$ cat src/rtl/hud_text_formatter_if.sv
// HUD text formatter bus.
// Groups the request side (update, score, lives, frame_sync) and the result side
// (text_buf, busy, done) of hud_text_formatter.
//   master : producer of requests / consumer of the text line (game logic, testbench)
//   slave  : the formatter itself
interface hud_text_formatter_if #(
  parameter int unsigned SCORE_W   = 20,
  parameter int unsigned TEXT_SIZE = 18
);
  logic               update;
  logic [SCORE_W-1:0] score;
  logic [2:0]         lives;
  logic               frame_sync;
  logic [5:0]         text_buf [0:TEXT_SIZE-1];
  logic               busy;
  logic               done;

  modport master (
    output update, score, lives, frame_sync,
    input  text_buf, busy, done
  );

  modport slave (
    input  update, score, lives, frame_sync,
    output text_buf, busy, done
  );
endinterface

$ cat src/rtl/hud_text_formatter.sv
// HUD text formatter.
// Builds the 18-cell line "score nnnnnn hhhhh" as 6-bit font codes for the text-line renderer.
// The score goes through a sequential double-dabble converter, the lives count becomes heart
// glyphs, and the finished line is copied to text_buf only on a frame-sync pulse.
// Ports:
//   clk  : system clock
//   rst  : synchronous, active-high reset
//   bus  : hud_text_formatter_if.slave
//            update/score/lives : reformat request and its operands
//            frame_sync         : start-of-vblank pulse, gates the commit
//            text_buf           : registered font codes, cell k of the string at index 17-k
//            busy               : high from accepted update until the last commit
//            done               : one-cycle pulse together with a text_buf change
module hud_text_formatter #(
  // The layout is fixed at 18 cells; no other value is legal.
  parameter int unsigned TEXT_SIZE = 18,
  parameter int unsigned SCORE_W   = 20,
  parameter int unsigned MAX_LIVES = 5,
  parameter bit          ZERO_PAD  = 1'b1
) (
  input logic                 clk,
  input logic                 rst,
  hud_text_formatter_if.slave bus
);

  localparam logic [5:0] CodeS     = 6'd28;
  localparam logic [5:0] CodeC     = 6'd12;
  localparam logic [5:0] CodeO     = 6'd24;
  localparam logic [5:0] CodeR     = 6'd27;
  localparam logic [5:0] CodeE     = 6'd14;
  localparam logic [5:0] CodeZero  = 6'd0;
  localparam logic [5:0] CodeBlank = 6'd39;
  localparam logic [5:0] CodeHeart = 6'd38;

  // Clamp compare is done at least 20 bits wide so 999999 is always representable.
  localparam int unsigned     CmpW     = (SCORE_W > 20) ? SCORE_W : 20;
  localparam logic [CmpW-1:0] MaxScore = CmpW'(999999);
  localparam logic [2:0]      MaxLives = 3'(MAX_LIVES);

  localparam int unsigned     CntW     = $clog2(SCORE_W + 1);
  localparam logic [CntW-1:0] LastIter = CntW'(SCORE_W - 1);

  typedef enum logic [1:0] {StIdle, StConvert, StWaitSync, StCommit} state_e;

  state_e             state_q;
  logic               busy_q;
  logic               done_q;
  logic [CntW-1:0]    cnt_q;
  logic [SCORE_W-1:0] bin_q;
  logic [23:0]        bcd_q;
  logic [2:0]         lives_q;
  logic               pend_q;
  logic [SCORE_W-1:0] pend_score_q;
  logic [2:0]         pend_lives_q;
  logic [5:0]         text_q [0:TEXT_SIZE-1];

  logic [CmpW-1:0]    score_ext;
  logic [SCORE_W-1:0] score_clamped;
  logic [2:0]         lives_clamped;
  logic [23:0]        bcd_adj;
  logic [5:0]         staged [0:TEXT_SIZE-1];
  logic               lead;

  // Cells that never depend on the operands; digit cells default to '0' (the reset image).
  function automatic logic [5:0] fixed_cell(input int unsigned idx);
    if (idx == 17) return CodeS;
    if (idx == 16) return CodeC;
    if (idx == 15) return CodeO;
    if (idx == 14) return CodeR;
    if (idx == 13) return CodeE;
    if (idx >= 6 && idx <= 11) return CodeZero;
    return CodeBlank;
  endfunction

  always_comb begin
    score_ext     = CmpW'(bus.score);
    score_clamped = (score_ext > MaxScore) ? SCORE_W'(MaxScore) : bus.score;
    lives_clamped = (bus.lives > MaxLives) ? MaxLives : bus.lives;
  end

  // Double-dabble correction step: nibbles >= 5 get +3 before the shift.
  always_comb begin
    bcd_adj = bcd_q;
    for (int i = 0; i < 6; i++) begin
      if (bcd_q[4*i +: 4] >= 4'd5) bcd_adj[4*i +: 4] = bcd_q[4*i +: 4] + 4'd3;
    end
  end

  // Staged line from the converted digits and latched lives.
  always_comb begin
    for (int i = 0; i < int'(TEXT_SIZE); i++) staged[i] = fixed_cell(i);
    lead = !ZERO_PAD;
    // j = 0 is the most significant digit (cell 11); the last digit is never blanked.
    for (int j = 0; j < 6; j++) begin
      if (lead && j < 5 && bcd_q[4*(5-j) +: 4] == 4'd0) begin
        staged[11-j] = CodeBlank;
      end else begin
        staged[11-j] = {2'b00, bcd_q[4*(5-j) +: 4]};
        lead = 1'b0;
      end
    end
    for (int i = 0; i < 5; i++) begin
      staged[4-i] = (3'(i) < lives_q) ? CodeHeart : CodeBlank;
    end
  end

  always_ff @(posedge clk) begin
    if (rst) begin
      state_q      <= StIdle;
      busy_q       <= 1'b0;
      done_q       <= 1'b0;
      cnt_q        <= '0;
      bin_q        <= '0;
      bcd_q        <= '0;
      lives_q      <= '0;
      pend_q       <= 1'b0;
      pend_score_q <= '0;
      pend_lives_q <= '0;
      for (int i = 0; i < int'(TEXT_SIZE); i++) text_q[i] <= fixed_cell(i);
    end else begin
      done_q <= 1'b0;

      // Requests arriving while a job is in flight coalesce into one pending slot.
      if (bus.update && state_q != StIdle) begin
        pend_q       <= 1'b1;
        pend_score_q <= score_clamped;
        pend_lives_q <= lives_clamped;
      end

      unique case (state_q)
        StIdle: begin
          if (bus.update) begin
            bin_q   <= score_clamped;
            bcd_q   <= '0;
            lives_q <= lives_clamped;
            cnt_q   <= '0;
            busy_q  <= 1'b1;
            state_q <= StConvert;
          end
        end

        StConvert: begin
          {bcd_q, bin_q} <= {bcd_adj, bin_q} << 1;
          cnt_q          <= cnt_q + CntW'(1);
          if (cnt_q == LastIter) state_q <= StWaitSync;
        end

        StWaitSync: begin
          // text_buf and done move on the same edge that enters StCommit.
          if (bus.frame_sync) begin
            for (int i = 0; i < int'(TEXT_SIZE); i++) text_q[i] <= staged[i];
            done_q  <= 1'b1;
            state_q <= StCommit;
          end
        end

        StCommit: begin
          // An update in this very cycle is the newest request and wins over the slot.
          if (pend_q || bus.update) begin
            bin_q   <= bus.update ? score_clamped : pend_score_q;
            lives_q <= bus.update ? lives_clamped : pend_lives_q;
            bcd_q   <= '0;
            cnt_q   <= '0;
            pend_q  <= 1'b0;
            state_q <= StConvert;
          end else begin
            busy_q  <= 1'b0;
            state_q <= StIdle;
          end
        end

        default: state_q <= StIdle;
      endcase
    end
  end

  assign bus.text_buf = text_q;
  assign bus.busy     = busy_q;
  assign bus.done     = done_q;

endmodule
$ cat src/flat_wrapper.sv
// flat-port wrapper written by rule: the top's interface ports become plain ports
module hud_text_formatter_flat 
#(
                                                              
  parameter int unsigned TEXT_SIZE = 18,
  parameter int unsigned SCORE_W   = 20,
  parameter int unsigned MAX_LIVES = 5,
  parameter bit          ZERO_PAD  = 1'b1
)
  (clk, rst, bus_update, bus_score, bus_lives, bus_frame_sync, bus_text_buf, bus_busy, bus_done);
  hud_text_formatter_if #(.SCORE_W(SCORE_W), .TEXT_SIZE(TEXT_SIZE)) bus_i ();
  input logic clk;
  input logic rst;
  input wire logic [$bits(bus_i.update)-1:0] bus_update;
  input wire logic [$bits(bus_i.score)-1:0] bus_score;
  input wire logic [$bits(bus_i.lives)-1:0] bus_lives;
  input wire logic [$bits(bus_i.frame_sync)-1:0] bus_frame_sync;
  output wire logic [$bits(bus_i.text_buf)-1:0] bus_text_buf;
  output wire logic [$bits(bus_i.busy)-1:0] bus_busy;
  output wire logic [$bits(bus_i.done)-1:0] bus_done;
  assign bus_i.update = bus_update;
  assign bus_i.score = bus_score;
  assign bus_i.lives = bus_lives;
  assign bus_i.frame_sync = bus_frame_sync;
  assign bus_text_buf = {>>{bus_i.text_buf}};
  assign bus_busy = bus_i.busy;
  assign bus_done = bus_i.done;
  hud_text_formatter #(.TEXT_SIZE(TEXT_SIZE), .SCORE_W(SCORE_W), .MAX_LIVES(MAX_LIVES), .ZERO_PAD(ZERO_PAD)) u_core (.clk(clk), .rst(rst), .bus(bus_i));
endmodule
$ cat config.mk
export PLATFORM = sky130hd
export DESIGN_NAME = hud_text_formatter_flat
export DESIGN_NICKNAME = d
export VERILOG_FILES = /design/src/rtl/hud_text_formatter_if.sv /design/src/rtl/hud_text_formatter.sv /design/src/flat_wrapper.sv
export SDC_FILE = /design/constraint.sdc
export NUM_CORES = 1
export LEC_CHECK = 0
export BUFFER_PORTS_ARGS = -buffer_cell sky130_fd_sc_hd__buf_2
export CAP_MARGIN = 20
export CORE_MARGIN = 5
export CORE_UTILIZATION = 30
export CTS_BUF_LIST = sky130_fd_sc_hd__clkbuf_2
export DETAILED_ROUTE_END_ITERATION = 6
export GPL_TIMING_DRIVEN = 1
export PLACE_DENSITY = 0.59
export SKIP_CTS_REPAIR_TIMING = 1
export SYNTH_ARGS = -nofsm -noshare
export SYNTH_HDL_FRONTEND = slang
export SYNTH_SLANG_ARGS = --single-unit
export TNS_END_PERCENT = 30
$ cat constraint.sdc
create_clock -name clk -period 2 [get_ports clk]
set_input_delay 0.2 -clock clk [delete_from_list [all_inputs] [get_ports clk]]
set_output_delay 0.2 -clock clk [all_outputs]
set_load 0.05 [all_outputs]
==> out/metrics.csv, run 1 <==
stage,metric,value,unit
critical_path,crit-path max FO,32,
route,detailed-route DRC error count,0,
critical_path,cell count of the worst reg-to-reg path,8,
global_route,vias in the first global route,3729,
route,TritonRoute pass-1 iters,5,
yosys,Synth cell types,45,
clock_tree,total CTS buffers,9,
layout,Total Nets Final,722,
route,drt total wl,12.01,mm
route,Vias per Instance,4.568,
yosys,"flops & latches, synth",109,
power_and_ir_drop,Internal Power,3912,uW
sta,Fin Setup TNS,0,ns
critical_path,arrival time of the worst setup path,2.45,ns
placed_design,Port Buf Inserts,57,
critical_path,"slowest stage cell, crit path",dfxtp_2,
sta,Slew headroom,65.68,%
route,via count,4161,
power_and_ir_drop,total power,6928,uW
critical_path,crit-path most repeated cell,inv_1,
global_route,gr ovfl total,0,
yosys,synthesized area per cell,9.214,um2
sta,Hold Slack,0.3391,ns
die,Die H,144.7,um
yosys,"Seq/Total Area, Yosys",44.49,%
critical_path,critical path endpoint category,flop,
clock_tree,clk slew on worst S/H paths,0.32,ns
global_route,initial antenna violation count,0,
critical_path,crit-path cells,"inv_1, ha_1, inv_1, a21oi_2, nor2_2, buf_6, nand3b_1, o2bb2ai_1",
layout,area grow syn2layout,13.24,%
die,Die Wd,144.7,um
route,Post-DRT Antenna Nets,0,
die,Die ar.,20950,um2
sta,worst-margin pin slew,0.5136,ns
placed_design,placer congestion estimate,0.7454,
min_path,Hold Crit Class,in2reg,
sta,RSZ-0062 raised after global routing,no,
die,Core Area,17900,um2
critical_path,crit path buf inv count,3,
route,initial drt markers,223,
critical_path,critical path depth in cells,8,
global_route,pin count of the biggest net entering global routing,86,
layout,layout cells sized above 1,16.13,%
route,routed length per instance,13.18,um
yosys,mapped cell area,5445,um2
placed_design,Detail Placement HPWL,8.236,mm
yosys,Synth async-reset ratio,0,%
layout,Fillers,1863,
power_and_ir_drop,leakage power,0.002451,uW
sta,Fin. Hold Viols,0,
sta,fmax,0.5395,GHz
sta,final worst path period need,1.853,ns
clock_tree,Worst-Skew Late Latency,0.63,ns
sta,Setup Skew,0.02380,ns
power_and_ir_drop,Reg power frac,43.1,%
power_and_ir_drop,Comb power frac,41.7,%
power_and_ir_drop,Switch Pwr,3016,uW
sta,"Setup violations, final",0,
power_and_ir_drop,switching share of power,43.54,%
die,Ports,137,
die,Initial Utilization,30.42,%
power_and_ir_drop,Clock power frac,15.3,%
power_and_ir_drop,power density over the cells,1124,nW/um2
critical_path,kind of start point of the critical path,flop,
clock_tree,CTS tree,built,
layout,"Core Util, Final",34.44,%
clock_tree,clk buf depth,2,
die,row count,49,
yosys,top_reg_cell synth,dfxtp_1,
sta,Final Cycle Share,92.67,%
run,max cap viols,0,
min_path,WHS Path Cells,4,
status,status,finished clean,
layout,Final Cell Area,6166,um2
layout,footprint of the multi-input gates,2497,um2
power_and_ir_drop,worst vdd ir,0.5718,mV
critical_path,critical path class,reg2reg,
placed_design,DP Area,5746,um2
yosys,"EDFF count, synth",24,
clock_tree,H-tree levels,3,
layout,Antenna Diode Count,0,
clock_tree,Sinks on Clock Net,109,
sta,fin. max-slew vios,0,
yosys,Synth Warn #,0,
critical_path,CP required,2.59,ns
global_route,gr usage total,11.32,%
critical_path,"Largest stage delay, worst path",0.43,ns
yosys,Synth Instances,591,
global_route,first-pass GRT wire length,19.02,mm
layout,Seq. cell area,2425,um2
clock_tree,Clock Root Buffer,clkbuf_2,
critical_path,Worst path top cell family by delay,buffers and inverters,
[final cells by class]
cell class                 instances  share of cell area (%)
tap                              229                   4.647
clock inverter                     7                   1.157
inverter                          21                   1.278
sequential                       109                   39.33
multi-input combinational        428                   40.50
clock buffer                       9                  0.7305
timing repair buffer             108                   12.36
[worst reg2reg max path, delay by kind of cell, from the launching register on]
kind / cells / cell delay [ns]
compound gates: 2 / 0.28
fa+ha+maj: 1 / 0.21
buf+inv: 3 / 0.47
flops: 1 / 0.43
simple gates: 2 / 0.43
[power by group through the flow]
stage	logic, uW	clock network (uW)	registers, uW
floorplan	2010	0	3190
global placement	2730	0	3010
detailed placement	2750	0	3020
CTS	2760	1130	2980
global route	3170	1200	3040
finish	2890	1060	2980
[registers in the layout, indices dropped and copies added, names as in the netlist]
| register | cells |
|---|---|
| u_core.bus.text_buf | 29 |
| u_core.bcd_q | 24 |
| u_core.bin_q | 20 |
| u_core.pend_score_q | 20 |
| u_core.cnt_q | 5 |
| u_core.lives_q | 3 |
| u_core.pend_lives_q | 3 |
| u_core.state_q | 2 |
| u_core.bus.busy | 1 |
| u_core.bus.done | 1 |
| u_core.pend_q | 1 |
[kinds of logic (layout without fill, tap and decap cells)]
kind of cell               after synthesis  in the layout  synth area share, %
and+or+nand+nor                        176            176                16.27
adders and majority gates               18             18                4.136
muxes                                    3              3               0.5515
AOI/OAI and AO/OA                      143            143                17.83
buffers and inverters                  131            145                15.14
DFF                                    109            109                44.49
xor gates and xnor gates                 9              9                1.448
other                                    2             79               0.1379
[stage by stage]
stage,instances,setup WS [ns]
after global placement,865,0.1211
after CTS,881,0.03012
after detailed placement,865,0.06943
final,911,0.1466
after floorplan,668,0.08322
after global routing,911,0.007658
[cell usage in the layout (no fill, tap or decap), types with 15 or more instances in the layout]
cell           instances
dlygate4sd3_1         26
buf_2                 57
edfxtp_1              24
nand2_1               27
o21ai_0               26
a21oi_1               39
nor3_1                20
a211oi_1              23
a221oi_1              15
buf_4                 22
nand3_1               15
nor2_1                58
ha_1                  18
inv_1                 21
dfxtp_1               83
conb_1                79
[path summary, 6_finish.rpt]
kind | from | slack (ns) | end
max reg2reg | u_core.state_q[0]$_SDFFE_PP0P_ | 0.15 | u_core.bcd_q[8]$_SDFFE_PP0P_
min reg2reg | u_core.pend_lives_q[2]$_SDFFE_PP0P_ | 0.47 | u_core.pend_lives_q[2]$_SDFFE_PP0P_
min | bus_score[12] | 0.34 | u_core.pend_score_q[12]$_SDFFE_PP0P_
max | u_core.state_q[0]$_SDFFE_PP0P_ | 0.15 | u_core.bcd_q[8]$_SDFFE_PP0P_
[cells in the mapped netlist, types with 7 or more instances]
master / instances / area, um2
nor3b_1: 13 / 97.59
o21ai_0: 26 / 130.1
buf_4: 82 / 615.6
nor3_1: 20 / 100.1
xnor2_1: 9 / 78.83
dfxtp_1: 85 / 1702
nor2_1: 58 / 217.7
edfxtp_1: 24 / 720.7
a21oi_1: 39 / 195.2
inv_1: 21 / 78.83
ha_1: 18 / 225.2
nand2b_1: 9 / 56.30
nand2_1: 27 / 101.4
nor2b_1: 14 / 87.58
buf_2: 8 / 40.04
clkbuf_1: 17 / 63.81
nand4_1: 7 / 43.79
a221oi_1: 15 / 131.4
nand3_1: 15 / 75.07
a211oi_1: 23 / 172.7
a22o_1: 14 / 122.6
[routing by layer]
layer	routed length, um	track usage (%)
met5	0	0
met4	127	2.946
met3	728	2.760
met2	5509	17.63
met1	5646	15.80
(Power assumes the default switching activity.)
==> run 2: changes to the inputs <==
--- a/config.mk
+++ b/config.mk
@@ -8,11 +8,12 @@
 export BUFFER_PORTS_ARGS = -buffer_cell sky130_fd_sc_hd__buf_2
 export CAP_MARGIN = 20
 export CORE_MARGIN = 5
-export CORE_UTILIZATION = 30
+export CORE_UTILIZATION = 50
 export CTS_BUF_LIST = sky130_fd_sc_hd__clkbuf_2
+export CTS_CLUSTER_SIZE = 30
 export DETAILED_ROUTE_END_ITERATION = 6
 export GPL_TIMING_DRIVEN = 1
-export PLACE_DENSITY = 0.59
+export PLACE_DENSITY = 0.86
 export SKIP_CTS_REPAIR_TIMING = 1
 export SYNTH_ARGS = -nofsm -noshare
 export SYNTH_HDL_FRONTEND = slang
==> run 2 against run 1 <==
Against the previous run:
- critical path depth down 1
- via count grew 3.6%
- highest routed layer unchanged
- first-iteration DRC count increased by 87%
- largest power group unchanged
==> out/metrics.csv, run 2 (synthesis gave the netlist of run 1 again) <==
stage,metric,value,unit,change
status,status,finished clean,,
clock_tree,Sinks on Clock Net,109,,unchanged
route,via count,4311,,+3.6%
critical_path,"slowest stage cell, crit path",dfxtp_2,,
critical_path,CP required,2.49,ns,-0.10 ns
clock_tree,Clock Root Buffer,clkbuf_2,,
min_path,Hold Crit Class,in2reg,,
route,Post-DRT Antenna Nets,0,,unchanged
placed_design,placer congestion estimate,0.8047,,+8.0%
layout,most frequent cells in the layout,"83 x dfxtp_1, 79 x conb_1, 58 x nor2_1, 57 x buf_2, 39 x a21oi_1",,
placed_design,Detail Placement HPWL,8.057,mm,-2.2%
critical_path,crit path launch,u_core.state_q[1]$_SDFFE_PP0P_,,
die,Initial Utilization,50.68,%,+20 points
layout,Seq. cell area,2425,um2,unchanged
route,Vias per Instance,5.316,,+16%
power_and_ir_drop,switching share of power,43.79,%,+0.25 points
layout,footprint of the multi-input gates,2511,um2,+0.55%
power_and_ir_drop,leakage power,0.002371,uW,-3.3%
critical_path,kind of start point of the critical path,flop,,
die,Ports,137,,unchanged
clock_tree,CTS tree,built,,
sta,fmax,0.5421,GHz,+0.47%
sta,Slew headroom,63.27,%,-2.4 points
power_and_ir_drop,Reg power frac,44.8,%,+1.7 points
die,Die ar.,13080,um2,-38%
clock_tree,Worst-Skew Late Latency,0.61,ns,-0.02 ns
global_route,pin count of the biggest net entering global routing,56,,-35%
run,max cap viols,0,,unchanged
die,Core Area,10750,um2,-40%
power_and_ir_drop,Internal Power,3758,uW,-3.9%
sta,final worst path period need,1.845,ns,-0.008711 ns
power_and_ir_drop,total power,6686,uW,-3.5%
route,drt total wl,11.83,mm,-1.5%
power_and_ir_drop,Switch Pwr,2927,uW,-3.0%
power_and_ir_drop,power density over the cells,1127,nW/um2,+0.33%
die,row count,38,,-22%
route,initial drt markers,416,,+87%
sta,Fin Setup TNS,0,ns,unchanged
sta,"Setup violations, final",0,,unchanged
layout,Fillers,961,,-48%
sta,Final Cycle Share,92.24,%,-0.44 points
global_route,gr ovfl total,0,,unchanged
critical_path,critical path endpoint category,flop,,
route,routed length per instance,14.58,um,+11%
layout,"commonest non-fill, non-tap cell in the layout",dfxtp_1,,
sta,fin. max-slew vios,0,,unchanged
power_and_ir_drop,Clock power frac,13.4,%,-1.9 points
critical_path,crit-path cells,"inv_1, ha_1, nor2b_1, nor2_4, buf_4, a32oi_1, a211oi_1",,
critical_path,FF-to-FF Start,u_core.state_q[1]$_SDFFE_PP0P_,,
route,detailed-route DRC error count,0,,unchanged
global_route,gr usage total,17.42,%,+6.1 points
die,Die Wd,114.4,um,-21%
layout,"Core Util, Final",55.19,%,+21 points
global_route,vias in the first global route,4059,,+8.8%
sta,Fin. Hold Viols,0,,unchanged
layout,Final Cell Area,5931,um2,-3.8%
sta,Setup Skew,0.03758,ns,+0.01378 ns
critical_path,"Largest stage delay, worst path",0.41,ns,-0.02 ns
min_path,hold_sp,bus_frame_sync,,
die,Die H,114.4,um,-21%
placed_design,DP Area,5564,um2,-3.2%
sta,worst-margin pin slew,0.5509,ns,+0.03732 ns
clock_tree,clk slew on worst S/H paths,0.30,ns,-0.02 ns
sta,Hold Slack,0.05171,ns,-0.2874 ns
layout,area grow syn2layout,8.915,%,
layout,Total Nets Final,711,,-1.5%
power_and_ir_drop,worst vdd ir,0.5992,mV,+4.8%
clock_tree,H-tree levels,3,,unchanged
clock_tree,total CTS buffers,9,,unchanged
route,TritonRoute pass-1 iters,5,,unchanged
global_route,first-pass GRT wire length,18.62,mm,-2.1%
clock_tree,clk buf depth,2,,unchanged
power_and_ir_drop,Comb power frac,41.8,%,about the same
critical_path,critical path class,reg2reg,,
global_route,initial antenna violation count,0,,unchanged
critical_path,crit-path max FO,15,,-53%
critical_path,arrival time of the worst setup path,2.34,ns,-0.11 ns
layout,layout cells sized above 1,15.20,%,-0.93 points
layout,Largest register FFs,29,,unchanged
layout,Antenna Diode Count,0,,unchanged
placed_design,Port Buf Inserts,57,,unchanged
## run 2: cell count changes in the layout (fill, tap and decap cells not counted), moves of 2 or more
| cell | previous run | this run |
|---|---|---|
| buf_12 | 2 | 0 |
| buf_4 | 22 | 14 |
| clkinv_2 | 0 | 2 |
| ha_1 | 18 | 16 |
| ha_2 | 0 | 2 |
| inv_8 | 4 | 0 |
## run 2: worst max-delay path: cells and delay by family (launching register included)
| kind | cells | cell delay, ns |
|---|---|---|
| AO/OA/AOI/OAI | 2 | 0.33 |
| buffers and inverters | 2 | 0.31 |
| adder cells (fa/ha/maj) | 1 | 0.24 |
| flip-flops | 1 | 0.41 |
| AND/OR/NAND/NOR | 2 | 0.42 |
## run 2: stage by stage
| step | cells | worst slack (ns) |
|---|---|---|
| 2_1_floorplan | 668 | 0.08322 |
| 3_3_place_gp | 770 | 0.04834 |
| 3_5_place_dp | 770 | -0.05761 |
| 4_1_cts | 786 | -0.1277 |
| 5_1_grt | 811 | -0.06850 |
| 6_report | 811 | 0.1553 |
## run 2: worst paths after layout
path / endpoint / slack (ns) / depth (start not counted)
max: u_core.bin_q[15]$_SDFFE_PP0P_ / 0.16 / 7
min: u_core.state_q[0]$_SDFFE_PP0P_ / 0.05 / 5
max reg2reg: u_core.bin_q[15]$_SDFFE_PP0P_ / 0.16 / 7
min reg2reg: u_core.pend_lives_q[1]$_SDFFE_PP0P_ / 0.47 / 2
## run 2: final cells by class
class	count	area share, %
clock buffers	10	0.8439
clock inverters	6	0.6540
inverters	21	1.329
multi-input cells	428	42.34
flip-flops and latches	109	40.89
well taps	140	2.954
repair buffers	97	10.99
## run 2: metal layers
| layer | GRT usage (%) | part of all wire [%] | vias to the layer above |
|---|---|---|---|
| met5 | 0 | 0 | - |
| met4 | 6.017 | 1.6 | 0 |
| met3 | 4.968 | 8.4 | 19 |
| met2 | 28.96 | 49 | 207 |
| met1 | 21.70 | 40 | 2009 |
| li1 | - | - | 2076 |
## run 2: power groups by stage
stage | Clock, uW | Sequential [uW] | Combinational, uW
6_report | 899 | 3000 | 2790
5_1_grt | 997 | 3050 | 3060
4_1_cts | 904 | 2970 | 2660
3_5_place_dp | 0 | 3020 | 2650
3_3_place_gp | 0 | 3000 | 2560
2_1_floorplan | 0 | 3190 | 2010
==> run 3: changes to the inputs <==
--- a/config.mk
+++ b/config.mk
@@ -5,6 +5,7 @@
 export SDC_FILE = /design/constraint.sdc
 export NUM_CORES = 1
 export LEC_CHECK = 0
+export ABC_AREA = 1
 export BUFFER_PORTS_ARGS = -buffer_cell sky130_fd_sc_hd__buf_2
 export CAP_MARGIN = 20
 export CORE_MARGIN = 5
@@ -13,7 +14,7 @@
 export CTS_CLUSTER_SIZE = 30
 export DETAILED_ROUTE_END_ITERATION = 6
 export GPL_TIMING_DRIVEN = 1
-export PLACE_DENSITY = 0.86
+export PLACE_DENSITY = 0.85
 export SKIP_CTS_REPAIR_TIMING = 1
 export SYNTH_ARGS = -nofsm -noshare
 export SYNTH_HDL_FRONTEND = slang
==> run 3 against run 2 <==
Against the previous run:
- synthesized area rose by 3.7%
- synthesized cell count rose by 22%
- largest cell class unchanged
- highest routed layer unchanged
- sequential power fell by 3%
- sequential cell count did not move
- sequential share of layout area fell by 1.0 points
- die area rose by 3.4%
- register-to-register slack improved by 0.03 ns
- critical path depth rose by 1
- design area rose by 2.5%
- final cell count rose by 16%
- critical endpoint is now u_core.bin_q[16]$_SDFFE_PP0P_
- clock power rose by 9.7%
- clock skew fell by 0.0043 ns
==> out/metrics.csv, run 3 <==
stage,metric,value,unit,change
critical_path,critical path class,reg2reg,,
yosys,most frequent cells after synthesis,"104 x o21ai_0, 97 x nand2_1, 85 x dfxtp_1",,
placed_design,dpl cells,897,,+16%
power_and_ir_drop,power density over the cells,1049,nW/um2,-6.9%
power_and_ir_drop,switching share of power,43.88,%,+0.092 points
yosys,"flops & latches, synth",109,,unchanged
layout,most frequent cells in the layout,"104 x o21ai_0, 97 x nand2_1, 85 x dfxtp_1, 79 x conb_1, 78 x nor2_1",,
min_path,hold endpoint,u_core.pend_lives_q[1]$_SDFFE_PP0P_,,
critical_path,crit path launch,u_core.state_q[0]$_SDFFE_PP0P_,,
power_and_ir_drop,Reg power frac,45.5,%,+0.7 points
route,TritonRoute pass-1 iters,5,,unchanged
power_and_ir_drop,Clock power frac,15.5,%,+2.1 points
global_route,first-pass GRT wire length,17.51,mm,-6.0%
critical_path,kind of start point of the critical path,flop,,
yosys,mapped cell area,5649,um2,+3.7%
placed_design,Port Buf Inserts,57,,unchanged
clock_tree,CTS tree,built,,
status,status,finished clean,,
yosys,synthesized area per cell,7.835,um2,-15%
layout,"Core Util, Final",55.58,%,+0.39 points
yosys,Synth cell types,34,,-24%
yosys,Synth Instances,721,,+22%
sta,final worst slack,0.1837,ns,+0.02845 ns
layout,Finished Layout Cells,937,,+16%
sta,Fin Setup TNS,0,ns,unchanged
sta,Final Cycle Share,90.81,%,-1.4 points
yosys,synth top area cells,"dfxtp_1 30%, edfxtp_1 13%, buf_4 11%",,
power_and_ir_drop,Comb power frac,39.0,%,-2.8 points
critical_path,CP required,2.52,ns,+0.03 ns
route,via count,4543,,+5.4%
sta,RSZ-0062 raised after global routing,no,,
yosys,Synth top area share,30.12,%,-1.1 points
placed_design,DP Worst Slack,0.1623,ns,+0.2199 ns
clock_tree,H-tree levels,3,,unchanged
route,detailed-route DRC error count,0,,unchanged
sta,fmax,0.5506,GHz,+1.6%
yosys,"EDFF count, synth",24,,unchanged
sta,fin. max-slew vios,0,,unchanged
critical_path,FF-to-FF Start,u_core.state_q[0]$_SDFFE_PP0P_,,
route,drt total wl,11.23,mm,-5.1%
power_and_ir_drop,Switch Pwr,2799,uW,-4.4%
route,Post-DRT Antenna Nets,0,,unchanged
global_route,gr usage total,15.62,%,-1.8 points
die,Die H,116.3,um,+1.7%
layout,Fillers,1048,,+9.1%
critical_path,critical path endpoint category,flop,,
die,Core Area,10940,um2,+1.8%
clock_tree,Sinks on Clock Net,109,,unchanged
die,row count,38,,unchanged
global_route,pin count of the biggest net entering global routing,38,,-32%
global_route,vias in the first global route,4045,,-0.34%
sta,Fin. Hold Viols,0,,unchanged
clock_tree,clk slew on worst S/H paths,0.29,ns,about the same
layout,"commonest non-fill, non-tap cell in the layout",o21ai_0,,
yosys,"Seq/Total Area, Yosys",42.88,%,-1.6 points
layout,Antenna Diode Count,0,,unchanged
sta,Setup Skew,0.03326,ns,-0.004321 ns
yosys,Synth Warn #,0,,unchanged
placed_design,placer congestion estimate,0.8366,,+4.0%
critical_path,RR Endpoint,u_core.bin_q[16]$_SDFFE_PP0P_,,
min_path,Hold Crit Class,in2reg,,
layout,Total Nets Final,837,,+18%
route,Vias per Instance,4.848,,-8.8%
clock_tree,clk buf depth,2,,unchanged
global_route,gr ovfl total,0,,unchanged
die,Die ar.,13520,um2,+3.4%
clock_tree,Worst-Skew Late Latency,0.59,ns,-0.02 ns
critical_path,"Largest stage delay, worst path",0.45,ns,+0.04 ns
global_route,initial antenna violation count,0,,unchanged
layout,layout cells sized above 1,12.30,%,-2.9 points
sta,Hold Slack,0.01575,ns,-0.03596 ns
clock_tree,total CTS buffers,9,,unchanged
power_and_ir_drop,Internal Power,3580,uW,-4.8%
die,Ports,137,,unchanged
power_and_ir_drop,leakage power,0.002745,uW,+16%
critical_path,R2R setup slack,0.18,ns,+0.03 ns
critical_path,arrival time of the worst setup path,2.34,ns,about the same
min_path,WHS Path Cells,5,,unchanged
critical_path,"slowest stage cell, crit path",dfxtp_1,,
run,max cap viols,0,,unchanged
sta,final worst path period need,1.816,ns,-0.02845 ns
yosys,"area leader, netlist",dfxtp_1,,
layout,area grow syn2layout,7.597,%,
power_and_ir_drop,worst vdd ir,0.5318,mV,-11%
critical_path,cell count of the worst reg-to-reg path,8,,+1
layout,Largest register FFs,29,,unchanged
yosys,Synth async-reset ratio,0,%,unchanged
clock_tree,Clock Root Buffer,clkbuf_2,,
yosys,top_reg_cell synth,dfxtp_1,,
die,Die Wd,116.3,um,+1.7%
critical_path,crit-path max FO,24,,+9
yosys,"count leader, synth",o21ai_0,,
die,Initial Utilization,51.66,%,+0.98 points
min_path,hold_sp,bus_lives[1],,
route,routed length per instance,11.98,um,-18%
critical_path,crit-path cells,"inv_1, ha_1, nand2_2, nand3_4, inv_2, nand3_1, a21oi_1, nor2_1",,
route,initial drt markers,292,,-30%
sta,"Setup violations, final",0,,unchanged
placed_design,Detail Placement HPWL,7.857,mm,-2.5%
run 3: cell types whose count changed after synthesis, sizes merged, moves of 15 or more:
cell / before / now
nor3: 20 / 2
inv: 21 / 80
nor2: 62 / 80
o21ai: 27 / 115
a221oi: 15 / 0
a211oi: 23 / 4
nand2: 27 / 101
run 3: cell families after synthesis:
group | synth area share, %
DFF | 42.88
adders and majority gates | 3.987
other | 0.1329
and+or+nand+nor | 15.90
buffers and inverters | 18.78
AOI/OAI and AO/OA | 17.39
xor gates and xnor gates | 0.9302
run 3: power groups by stage:
| stage | logic (uW) | clock network [uW] | registers (uW) |
|---|---|---|---|
| 2_1_floorplan | 1930 | 0 | 3170 |
| 3_3_place_gp | 2390 | 0 | 2940 |
| 3_5_place_dp | 2430 | 0 | 2950 |
| 4_1_cts | 2440 | 1010 | 2900 |
| 5_1_grt | 2740 | 1110 | 2950 |
| 6_report | 2490 | 986 | 2900 |
run 3: cell type report:
cell class	count	area, um2	share of cell area [%]
Multi-Input combinational cell	502	2460	40.47
Clock inverter	7	70.07	1.153
Clock buffer	9	45.04	0.7410
Tap cell	140	175.2	2.882
Timing Repair Buffer	90	605.6	9.963
Inverter	80	300.3	4.940
Sequential cell	109	2422	39.85
run 3: worst max path at each step:
stage | to | slack (ns)
after global placement | u_core.bin_q[17]$_SDFFE_PP0P_ | 0.26
after CTS | u_core.bcd_q[7]$_SDFFE_PP0P_ | 0.12
after floorplan | u_core.bus.text_buf[78]$_SDFFE_PP1P_ | 0.29
after global routing | u_core.bin_q[16]$_SDFFE_PP0P_ | 0.008
after detailed placement | u_core.bcd_q[7]$_SDFFE_PP0P_ | 0.16
final | u_core.bin_q[16]$_SDFFE_PP0P_ | 0.18
run 3: routing by layer:
| layer | wire length [um] | up-vias | global-route usage [%] |
|---|---|---|---|
| li1 | - | 2323 | - |
| met1 | 4666 | 2068 | 19.60 |
| met2 | 5659 | 142 | 26.93 |
| met3 | 765 | 10 | 3.575 |
| met4 | 135 | 0 | 4.486 |
| met5 | 0 | - | 0 |
run 3: per-stage QoR:
step	power, uW	cell area (um2)
after CTS	6351	5833
after detailed placement	5375	5718
after global placement	5328	5718
after floorplan	5098	5938
final	6378	6078
after global routing	6809	6078
run 3: critical path, delay by kind of cell, from the launching register on:
| kind | cells | cell delay, ns |
|---|---|---|
| AOI/OAI and AO/OA | 1 | 0.14 |
| adders and majority gates | 1 | 0.26 |
| DFF | 1 | 0.45 |
| and+or+nand+nor | 4 | 0.49 |
| buffers and inverters | 2 | 0.44 |
